$ cat config.mk
export PLATFORM = sky130hd
export DESIGN_NAME = bus_split_target
export DESIGN_NICKNAME = d
export VERILOG_FILES = /design/src/rtl/bus_pkg.sv /design/src/rtl/bus_split_target_mem.sv /design/src/rtl/bus_split_target.sv
export SDC_FILE = /design/constraint.sdc
export NUM_CORES = 2
export LEC_CHECK = 0
export ABC_AREA = 1
export CAP_MARGIN = 20
export CORE_ASPECT_RATIO = 1.4
export CORE_UTILIZATION = 51
export CTS_CLUSTER_SIZE = 25
export DETAILED_ROUTE_END_ITERATION = 8
export PLACE_DENSITY = 0.72
export SYNTH_ARGS = -nofsm -noshare
export SYNTH_HDL_FRONTEND = slang
export SYNTH_SLANG_ARGS = --single-unit
$ cat constraint.sdc
create_clock -name clk -period 2.8 [get_ports clk]
set_input_delay 0.28 -clock clk [delete_from_list [all_inputs] [get_ports clk]]
set_output_delay 0.28 -clock clk [all_outputs]
set_load 0.01 [all_outputs]
$ cat src/rtl/bus_pkg.sv
// Shared bus definitions for the split-capable bus target: widths, rw encoding
// and the target FSM state encoding.
package bus_pkg;

  localparam int ADDR_W = 16;
  localparam int DATA_W = 8;

  localparam logic BUS_RW_WRITE = 1'b1;
  localparam logic BUS_RW_READ  = 1'b0;

  typedef enum logic [2:0] {
    IDLE      = 3'd0,
    WR_DATA   = 3'd1,
    WR_COMMIT = 3'd2,
    RD_FETCH  = 3'd3,
    SPLIT_REQ = 3'd4,
    RD_RESP   = 3'd5
  } tgt_state_t;

endpackage

$ cat src/rtl/bus_split_target_mem.sv
// Local byte store for bus_split_target: synchronous write, combinational read,
// every byte returns to INIT on reset.
module target_mem
  import bus_pkg::*;
#(
  parameter int                DEPTH = 256,
  parameter logic [DATA_W-1:0] INIT  = 8'h00,
  localparam int               IDX_W = $clog2(DEPTH)
) (
  input  logic              clk,
  input  logic              rst_n,
  input  logic              we_i,
  input  logic [IDX_W-1:0]  waddr_i,
  input  logic [DATA_W-1:0] wdata_i,
  input  logic [IDX_W-1:0]  raddr_i,
  output logic [DATA_W-1:0] rdata_o
);

  logic [DATA_W-1:0] mem_q [DEPTH];

  // NOTE: the array is reset so a reset mid-transaction re-initialises the contents;
  // this forces flops instead of a RAM macro, which is acceptable at these depths.
  always_ff @(posedge clk or negedge rst_n) begin
    if (!rst_n) begin
      for (int i = 0; i < DEPTH; i++) mem_q[i] <= INIT;
    end else if (we_i) begin
      mem_q[waddr_i] <= wdata_i;
    end
  end

  assign rdata_o = mem_q[raddr_i];

endmodule

$ cat src/rtl/bus_split_target.sv
// Bus target with local byte memory; reads are answered directly or as split
// transactions. Split behaviour is enabled by defining BUS_SPLIT_TARGET_SPLIT_EN.
module bus_split_target
  import bus_pkg::*;
#(
  parameter logic [ADDR_W-1:0] BASE_ADDR       = 16'h0000,
  parameter int                MEM_DEPTH       = 256,
  parameter int                READ_LATENCY    = 4,
  parameter int                SPLIT_THRESHOLD = 2,
  parameter logic [DATA_W-1:0] MEM_INIT_DATA   = 8'h00
) (
  input  logic              clk,
  input  logic              rst_n,
  input  logic [ADDR_W-1:0] tgt_addr_in,
  input  logic              tgt_addr_in_valid,
  input  logic [DATA_W-1:0] tgt_data_in,
  input  logic              tgt_data_in_valid,
  input  logic              tgt_rw,
  output logic              tgt_ready,
  output logic              tgt_ack,
  output logic              tgt_split_ack,
  output logic [DATA_W-1:0] tgt_data_out,
  output logic              tgt_data_out_valid,
  output logic              split_req,
  input  logic              split_grant
);

  localparam int                IDX_W   = $clog2(MEM_DEPTH);
  localparam logic [ADDR_W:0]   DEPTH_L = (ADDR_W + 1)'(MEM_DEPTH);
  localparam logic [7:0]        CNT_INIT = 8'(READ_LATENCY - 1);

`ifdef BUS_SPLIT_TARGET_SPLIT_EN
  localparam bit SPLIT_RD = (READ_LATENCY > SPLIT_THRESHOLD);
`else
  localparam bit SPLIT_RD = 1'b0 && (READ_LATENCY > SPLIT_THRESHOLD);
`endif

  generate
    if (int'(BASE_ADDR) + MEM_DEPTH > 65535) begin : g_bad_range
      $error("bus_split_target: BASE_ADDR + MEM_DEPTH exceeds the 16-bit address space");
    end
    if (MEM_DEPTH < 2 || MEM_DEPTH > 4096 || (MEM_DEPTH & (MEM_DEPTH - 1)) != 0) begin : g_bad_depth
      $error("bus_split_target: MEM_DEPTH must be a power of 2 in 2..4096");
    end
    if (READ_LATENCY < 1 || READ_LATENCY > 255) begin : g_bad_latency
      $error("bus_split_target: READ_LATENCY must be in 1..255");
    end
  endgenerate

  // Addresses below BASE_ADDR wrap to a huge 17-bit offset, so one compare decodes the hit.
  logic [ADDR_W:0]    offset;
  logic               hit;
  logic [IDX_W-1:0]   index;

  assign offset = {1'b0, tgt_addr_in} - {1'b0, BASE_ADDR};
  assign hit    = (offset < DEPTH_L);
  assign index  = offset[IDX_W-1:0];

  tgt_state_t        state_q, state_d;
  logic [IDX_W-1:0]  idx_q, idx_d;
  logic [DATA_W-1:0] wdata_q, wdata_d;
  logic [7:0]        cnt_q, cnt_d;
  logic              ack_q, ack_d;
  logic              sack_q, sack_d;
  logic [DATA_W-1:0] rdata_q, rdata_d;
  logic              rvalid_q, rvalid_d;
  logic              mem_we;
  logic [DATA_W-1:0] mem_rdata;

  target_mem #(
    .DEPTH (MEM_DEPTH),
    .INIT  (MEM_INIT_DATA)
  ) u_mem (
    .clk     (clk),
    .rst_n   (rst_n),
    .we_i    (mem_we),
    .waddr_i (idx_q),
    .wdata_i (wdata_q),
    .raddr_i (idx_q),
    .rdata_o (mem_rdata)
  );

  // NOTE: every always_comb output gets a default up front so no path leaves it
  // unassigned, which would otherwise infer a latch.
  always_comb begin
    state_d  = state_q;
    idx_d    = idx_q;
    wdata_d  = wdata_q;
    cnt_d    = cnt_q;
    ack_d    = 1'b0;
    sack_d   = 1'b0;
    rdata_d  = rdata_q;
    rvalid_d = 1'b0;
    mem_we   = 1'b0;

    unique case (state_q)
      IDLE: begin
        if (tgt_addr_in_valid && hit) begin
          idx_d = index;
          if (tgt_rw == BUS_RW_WRITE) begin
            if (tgt_data_in_valid) begin
              wdata_d = tgt_data_in;
              state_d = WR_COMMIT;
            end else begin
              state_d = WR_DATA;
            end
          end else begin
            cnt_d   = CNT_INIT;
            sack_d  = SPLIT_RD;
            state_d = RD_FETCH;
          end
        end
      end
      WR_DATA: begin
        if (tgt_data_in_valid) begin
          wdata_d = tgt_data_in;
          state_d = WR_COMMIT;
        end
      end
      WR_COMMIT: begin
        mem_we  = 1'b1;
        ack_d   = 1'b1;
        state_d = IDLE;
      end
      RD_FETCH: begin
        if (cnt_q == 8'd0) begin
          if (SPLIT_RD) begin
            state_d = SPLIT_REQ;
          end else begin
            rdata_d  = mem_rdata;
            rvalid_d = 1'b1;
            ack_d    = 1'b1;
            state_d  = RD_RESP;
          end
        end else begin
          cnt_d = cnt_q - 8'd1;
        end
      end
      SPLIT_REQ: begin
        if (split_grant) begin
          rdata_d  = mem_rdata;
          rvalid_d = 1'b1;
          ack_d    = 1'b1;
          state_d  = RD_RESP;
        end
      end
      RD_RESP: state_d = IDLE;
      default: state_d = IDLE;
    endcase
  end

  // NOTE: sequential state uses non-blocking assignments only, so every flop
  // samples the pre-edge values regardless of statement order.
  always_ff @(posedge clk or negedge rst_n) begin
    if (!rst_n) begin
      state_q  <= IDLE;
      idx_q    <= '0;
      wdata_q  <= '0;
      cnt_q    <= 8'd0;
      ack_q    <= 1'b0;
      sack_q   <= 1'b0;
      rdata_q  <= '0;
      rvalid_q <= 1'b0;
    end else begin
      state_q  <= state_d;
      idx_q    <= idx_d;
      wdata_q  <= wdata_d;
      cnt_q    <= cnt_d;
      ack_q    <= ack_d;
      sack_q   <= sack_d;
      rdata_q  <= rdata_d;
      rvalid_q <= rvalid_d;
    end
  end

  assign tgt_ready          = (state_q == IDLE);
  assign tgt_ack            = ack_q;
  assign tgt_split_ack      = sack_q;
  assign tgt_data_out       = rdata_q;
  assign tgt_data_out_valid = rvalid_q;
  assign split_req          = (state_q == SPLIT_REQ);

endmodule

### Yosys cells after proc, flatten, opt, wreduce, memory -nomap -nowiden

Index checks and enable logic that the tools add are counted.

| storage, ports and cells | value |
|---|---|
| register bits | 2085 |
| input port bits | 30 |
| output and inout port bits | 13 |
| word-level logic and storage cells | 320 |

| operators by class | value |
|---|---|
| add/subtract/negate cells | 1 |
| magnitude comparators | 3 |
| eq/ne operators | 11 |
| mux-type cells | 29 |
| bitwise gates (word level) | 1 |
| reduce and logical (&&, ||, !) cells | 12 |

Operators with widths:

| operator | number |
|---|---|
| $bwmux W2048 | 1 |
| $mux W8 | 11 |
| $bmux W8 S8 | 1 |
| $demux W8 S8 | 1 |
| $pmux W8 S2 | 3 |
| $lt A16 B9 Y1 const B | 1 |
| $mux W3 | 5 |
| $pmux W3 S4 | 1 |
| $ne A2 B2 Y1 const B | 5 |
| $ge A9 B9 Y1 const B | 1 |
| $lt A9 B1 Y1 const B | 1 |
| $not A8 Y9 | 1 |
| $logic_not A8 Y1 | 1 |
| $reduce_and A4 Y1 | 2 |
| $sub A8 B1 Y8 const B | 1 |
| $eq A3 B2 Y1 const B | 2 |
| $reduce_and A3 Y1 | 2 |
| $reduce_bool A2 Y1 | 3 |
| $ne A2 B1 Y1 const B | 2 |
| $eq A3 B1 Y1 const B | 1 |
| $eq A3 B3 Y1 const B | 1 |
| $logic_not A3 Y1 | 1 |
| $mux W1 | 3 |
| $pmux W1 S3 | 1 |
| other kinds (4) | 5 |

### Logic depth before layout (Yosys ltp)

| logic depth | value |
|---|---|
| depth after elaboration | 6 |
| gate-level depth with buffers | 19 |
| gate-level depth less buffers | 15 |

### Cells and area by module

A second synthesis with hierarchy kept.

| second synthesis, totals | value |
|---|---|
| cells, all modules | 11790 |
| area total of the unflattened synthesis | 94398.0 um2 |

By module, submodules not included:

| module | times used | cells each | area an instance (um2) | seq. area each (um2) |
|---|---|---|---|---|
| target_mem | 1 | 11567 | 92471.2 | 51249.2 |
| bus_split_target | 1 | 223 | 1926.8 | 925.9 |

### Worst setup path before layout

Ideal clock, no wire load.

| timing path | value |
|---|---|
| kind | register to register |
| start | register cnt_q[0] |
| end | register rdata_q[3] (netlist: tgt_data_out[3]) |
| data arrival time | 1.830 ns |
| data required time | 2.683 ns |
| path slack | 0.853 ns |
| cell stages (with the launch flop) | 14 |
| path buffers | 0 |
| cell sequence | dfrtp_1 -> inv_1 -> ha_1 -> nand3_1 -> o21ai_0 -> o21ai_0 -> nor2_1 -> nand2_1 -> nor2_1 -> nand2_1 -> inv_1 -> nand2_1 -> nor2_1 -> nor2_1 |

| on the way | value |
|---|---|
| cells in the longest elaborated chain, start to end | 3 |

RTL lines:

| element | RTL line | RTL |
|---|---|---|
| start: declaration | bus_split_target.sv:62 | `logic [7:0] cnt_q, cnt_d;` |
| start signal: assignment | bus_split_target.sv:168 | `cnt_q <= cnt_d;` |
| $logic_not A8 Y1 | bus_split_target.sv:126 | `if (cnt_q == 8'd0) begin` |
| $ne A2 B2 Y1 (no source line) | - |  |
| $reduce_and A3 Y1 (no source line) | - |  |
| end signal: assignment | bus_split_target.sv:171 | `rdata_q <= rdata_d;` |
| end: declaration | bus_split_target.sv:65 | `logic [DATA_W-1:0] rdata_q, rdata_d;` |

Every way passes these cells.
A chain may end at the register's enable or synchronous reset.

### Worst setup path in the final report

| timing path | value |
|---|---|
| start | register idx_q[0] |
| end | register rdata_q[3] (netlist: tgt_data_out[3]) |

| on the way | value |
|---|---|
| cells in the longest elaborated chain, start to end | 6 |

RTL lines:

| element | RTL line | RTL |
|---|---|---|
| start: declaration | bus_split_target.sv:60 | `logic [IDX_W-1:0] idx_q, idx_d;` |
| start signal: assignment | bus_split_target.sv:166 | `idx_q <= idx_d;` |
| $not A8 Y9 (not written as such) (*) | bus_split_target_mem.sv:31 | `assign rdata_o = mem_q[raddr_i];` |
| $bmux W8 S8 (*) | bus_split_target_mem.sv:31 |  |
| $mux W8 (not written as such) (*) (2 in series) | bus_split_target_mem.sv:31 |  |
| $mux W8, on equally long branches | bus_split_target.sv:140, bus_split_target.sv:126 |  |
| $pmux W8 S2 (*) | bus_split_target.sv:96 | `unique case (state_q)` |

Mark *: on every way between the ends. The rest lies on a longest branch, timed or not. The select of a mux whose other input is x is not followed.

==> reports/qor.yml <==
outcome:
  status: "finished, violations left"
  violations: "hold timing"
hold_path:
  holdCritPathClass: "input pin to async pin"
power:
  switching_power_w: 0.01362
  irDropWorstVdd_mv: 0.4882
  power_frac_clock_pct: 48.1
  finalPower_w: 0.06104
  p_per_area_nw_per_um2: 559.7
  p_comb_share_pct: 2.5
  p_int_w: 0.04743
  power_switching_share_pct: 22.31
  p_seq_share_pct: 49.4
  p_leak_nw: 54.72
layout:
  post_route_cells_drive_above_1_share_pct: 9.382
  fin_cells: 14712
  fillers: 16602
  utilization_pct: 57.58
  num-nets-final: 12098
  area_growth_pct: 12.19
critical_path:
  worstPathArrival_ns: 3.54
  start_kind: "flip-flop"
  r2r_slack_ns: 0.04
  r2r_start: "idx_q[0]$_DFFE_PN0P_"
  crit_fanout: 23
  worstSetupPathType: "flip-flop to flip-flop"
  required_ns: 3.58
  reg2reg_to: "tgt_data_out[3]$_DFFE_PN0P_"
  cp-startpoint: "idx_q[0]$_DFFE_PN0P_"
  endpoint_kind: "flip-flop"
  rr_worst_depth: 18
  endpoint: "tgt_data_out[3]$_DFFE_PN0P_"
floorplanning:
  core_um2: 189400
  fp.dieW_um: 371.0
  initial_core_util_pct: 51.33
  die-height_um: 518.6
  io_pins: 43
  dieArea_um2: 192400
  core.rowCount: 189
synth:
  ys_types: 39
  syn-cell-area_um2: 97220
  syn_avg_cell_area_um2: 7.920
  yosys-top-cells-area: "dfrtp_1, nand2_1, o21ai_0"
  syn_inst: 12275
  synth_edf_count: 0
  yosysMostFrequentCell: "nand2_1"
  synth_top_area_cell: "dfrtp_1"
  ys_warn_count: 0
  synth-main-ff-cell: "dfrtp_1"
  netlist.area_leader.share_pct: 53.67
  async_reset_ff_share_pct: 100.0
  ys_ff_latch: 2085
  seq_area_frac_synth_pct: 53.67
  synthesis.nets: 12307
  synth_common_cells: "nand2_1, dfrtp_1, o21ai_0"
flow_run:
  maxCapViolCount: 0
sta:
  rsz0062_at_grt: "true"
  setup_viol: 0
  clock.fmax_ghz: 0.3621
  period_minus_slack_ns: 2.761
  hold_ws_ns: -0.0002016
  worst_slew_pin_slew_ns: 0.8141
  finalHoldViolCount: 1
  relSlewSlack_pct: 45.73
  fin_crit_sh_pct: 98.62
  final.setup.tns_ns: 0
  slew_viol_final: 0
  fin_worst_skew_ns: 0.08875
drt:
  remaining_drc_errors: 0
  routedWlPerCell_um: 20.74
  finalWirelength_um: 305200
  dr.first_iter.drc_count: 9734
  ant_nets: 0
  via_per_inst: 5.757
  vias: 84701
  dr.pass1.iters: 8
grt:
  grt_pass1_wl_um: 473100
  grt_pass1_vias: 81585
  top_usage_layer: "met2"
  grt_usage_pct: 31.46
  grt.met2_usage_pct: 50.58
  use_met1_pct: 39.63
  use_met3_pct: 5.494
  grt_max_degree: 98
  gr-total-overflow: 0
  antenna_found_initial: 5
clock_network:
  root_buffer: "clkbuf_16"
  numCtsBuffers: 209
  cts_max_path_buffers: 4
  tritoncts: "yes"
  clkSinkCount: 2085
  cts.htree.levels: 4
  worst_setup_hold_path_clk_slew_ns: 0.06
  clock_latency_ns: 0.91
place:
  port_buffers: 41
  dpl.cell_count: 14318
  dpl.hpwl_um: 191100
  gp_congestion: 0.9458
state kept, by name (all words and copies together) (netlist names):
name                flops
wdata_q                 8
cnt_q                   8
tgt_data_out            8
state_q                 3
tgt_ack                 1
idx_q                   8
u_mem.mem_q          2048
tgt_data_out_valid      1
cell usage in the layout, fill, tap and decap left out, drive strengths merged, types with 2 or more instances in the layout:
cell / count
diode: 3
a21oi: 75
o21a: 4
clkinvlp: 8
buf: 421
nand3: 388
nand2: 6096
nor3: 4
dlygate4sd3: 11
clkdlybuf4s50: 40
nor3b: 2
nor2: 383
inv: 52
xor2: 2
o21ai: 2127
clkinv: 41
dfrtp: 2085
a211oi: 2
nand4: 155
ha: 2
clkbuf: 303
bufinv: 18
worst min path at each step:
| stage | startpoint | to | slack, ns | cells past startpoint |
|---|---|---|---|---|
| finish | rst_n | u_mem.mem_q[1664]$_DFFE_PN0P_ | -0.0002 | 2 |
| detailed placement | rst_n | u_mem.mem_q[1664]$_DFFE_PN0P_ | 0.29 | 1 |
| floorplan | rst_n | cnt_q[0]$_DFFE_PN0P_ | -0.02 | 0 |
| CTS | rst_n | u_mem.mem_q[1664]$_DFFE_PN0P_ | 0.03 | 2 |
| global route | rst_n | u_mem.mem_q[1664]$_DFFE_PN0P_ | 0.04 | 2 |
| global placement | rst_n | u_mem.mem_q[1664]$_DFFE_PN0P_ | 0.29 | 1 |
worst max-delay path, cell delays in order (launching register included):
cell and delay [ns]:
dfrtp_4 0.56, buf_4 0.17, buf_12 0.15, buf_16 0.18
buf_4 0.19, nand2_1 0.06, nand2_1 0.05, nand2_1 0.05
nand3_1 0.07, nand2_1 0.13, nand2_1 0.15, o21ai_0 0.21
nand2_1 0.14, nand2_1 0.08, nand2_1 0.05, inv_1 0.04
nand2_1 0.14, nor2_1 0.12, nor2_1 0.06
stage by stage:
stage / setup WS, ns / area, um2 / hold slack (ns)
finish: 0.03852 / 109100 / -0.0002016
global route: -0.02338 / 109100 / 0.03734
CTS: 0.004998 / 108700 / 0.03474
detailed placement: -0.2477 / 101400 / 0.2934
global placement: -0.2759 / 101400 / 0.2933
floorplan: 0.8530 / 97220 / -0.01559
area by class of cell:
| cell class | count | area [um2] | area share [%] |
|---|---|---|---|
| Clock inverter | 73 | 969.7 | 0.8890 |
| Multi-Input combinational cell | 9247 | 40540 | 37.16 |
| Inverter | 46 | 252.7 | 0.2317 |
| Antenna cell | 3 | 7.507 | 0.006883 |
| Sequential cell | 2085 | 52180 | 47.84 |
| Clock buffer | 298 | 6185 | 5.670 |
| Tap cell | 2483 | 3107 | 2.848 |
| Timing Repair Buffer | 477 | 5833 | 5.348 |
power groups by stage:
stage	Combinational [W]	Clock (W)	Sequential, W
final	0.00155	0.0294	0.0301
after global routing	0.00169	0.0308	0.0301
after CTS	0.00157	0.0297	0.0301
after detailed placement	0.00155	0	0.0307
after global placement	0.00153	0	0.0307
after floorplan	0.000345	0	0.0307
timing repair:
action | 4_1_cts | 5_1_grt
buffers inserted | 0 | 4
pin swaps | 0 | 2
endpoints found under the hold margin | 881 | 0
setup endpoints to repair | 13 | 133
hold buffers | 11 | 0
resized for setup | 6 | 85
gates cloned | 0 | 5
routing by layer:
layer	wire [um]	share of wire, %
met2	142500	47
met3	25670	8.4
met5	21	0.0069
met4	20550	6.7
met1	116400	38
kinds of logic after synthesis:
logic type | synth area share (%)
AND/OR/NAND/NOR | 29.69
AO/OA/AOI/OAI | 11.76
flip-flops | 53.67
buffers and inverters | 4.835
XOR/XNOR | 0.01802
adder cells (fa/ha/maj) | 0.02573
other | 0.003857
No activity file was read; power rests on OpenSTA's default activity.
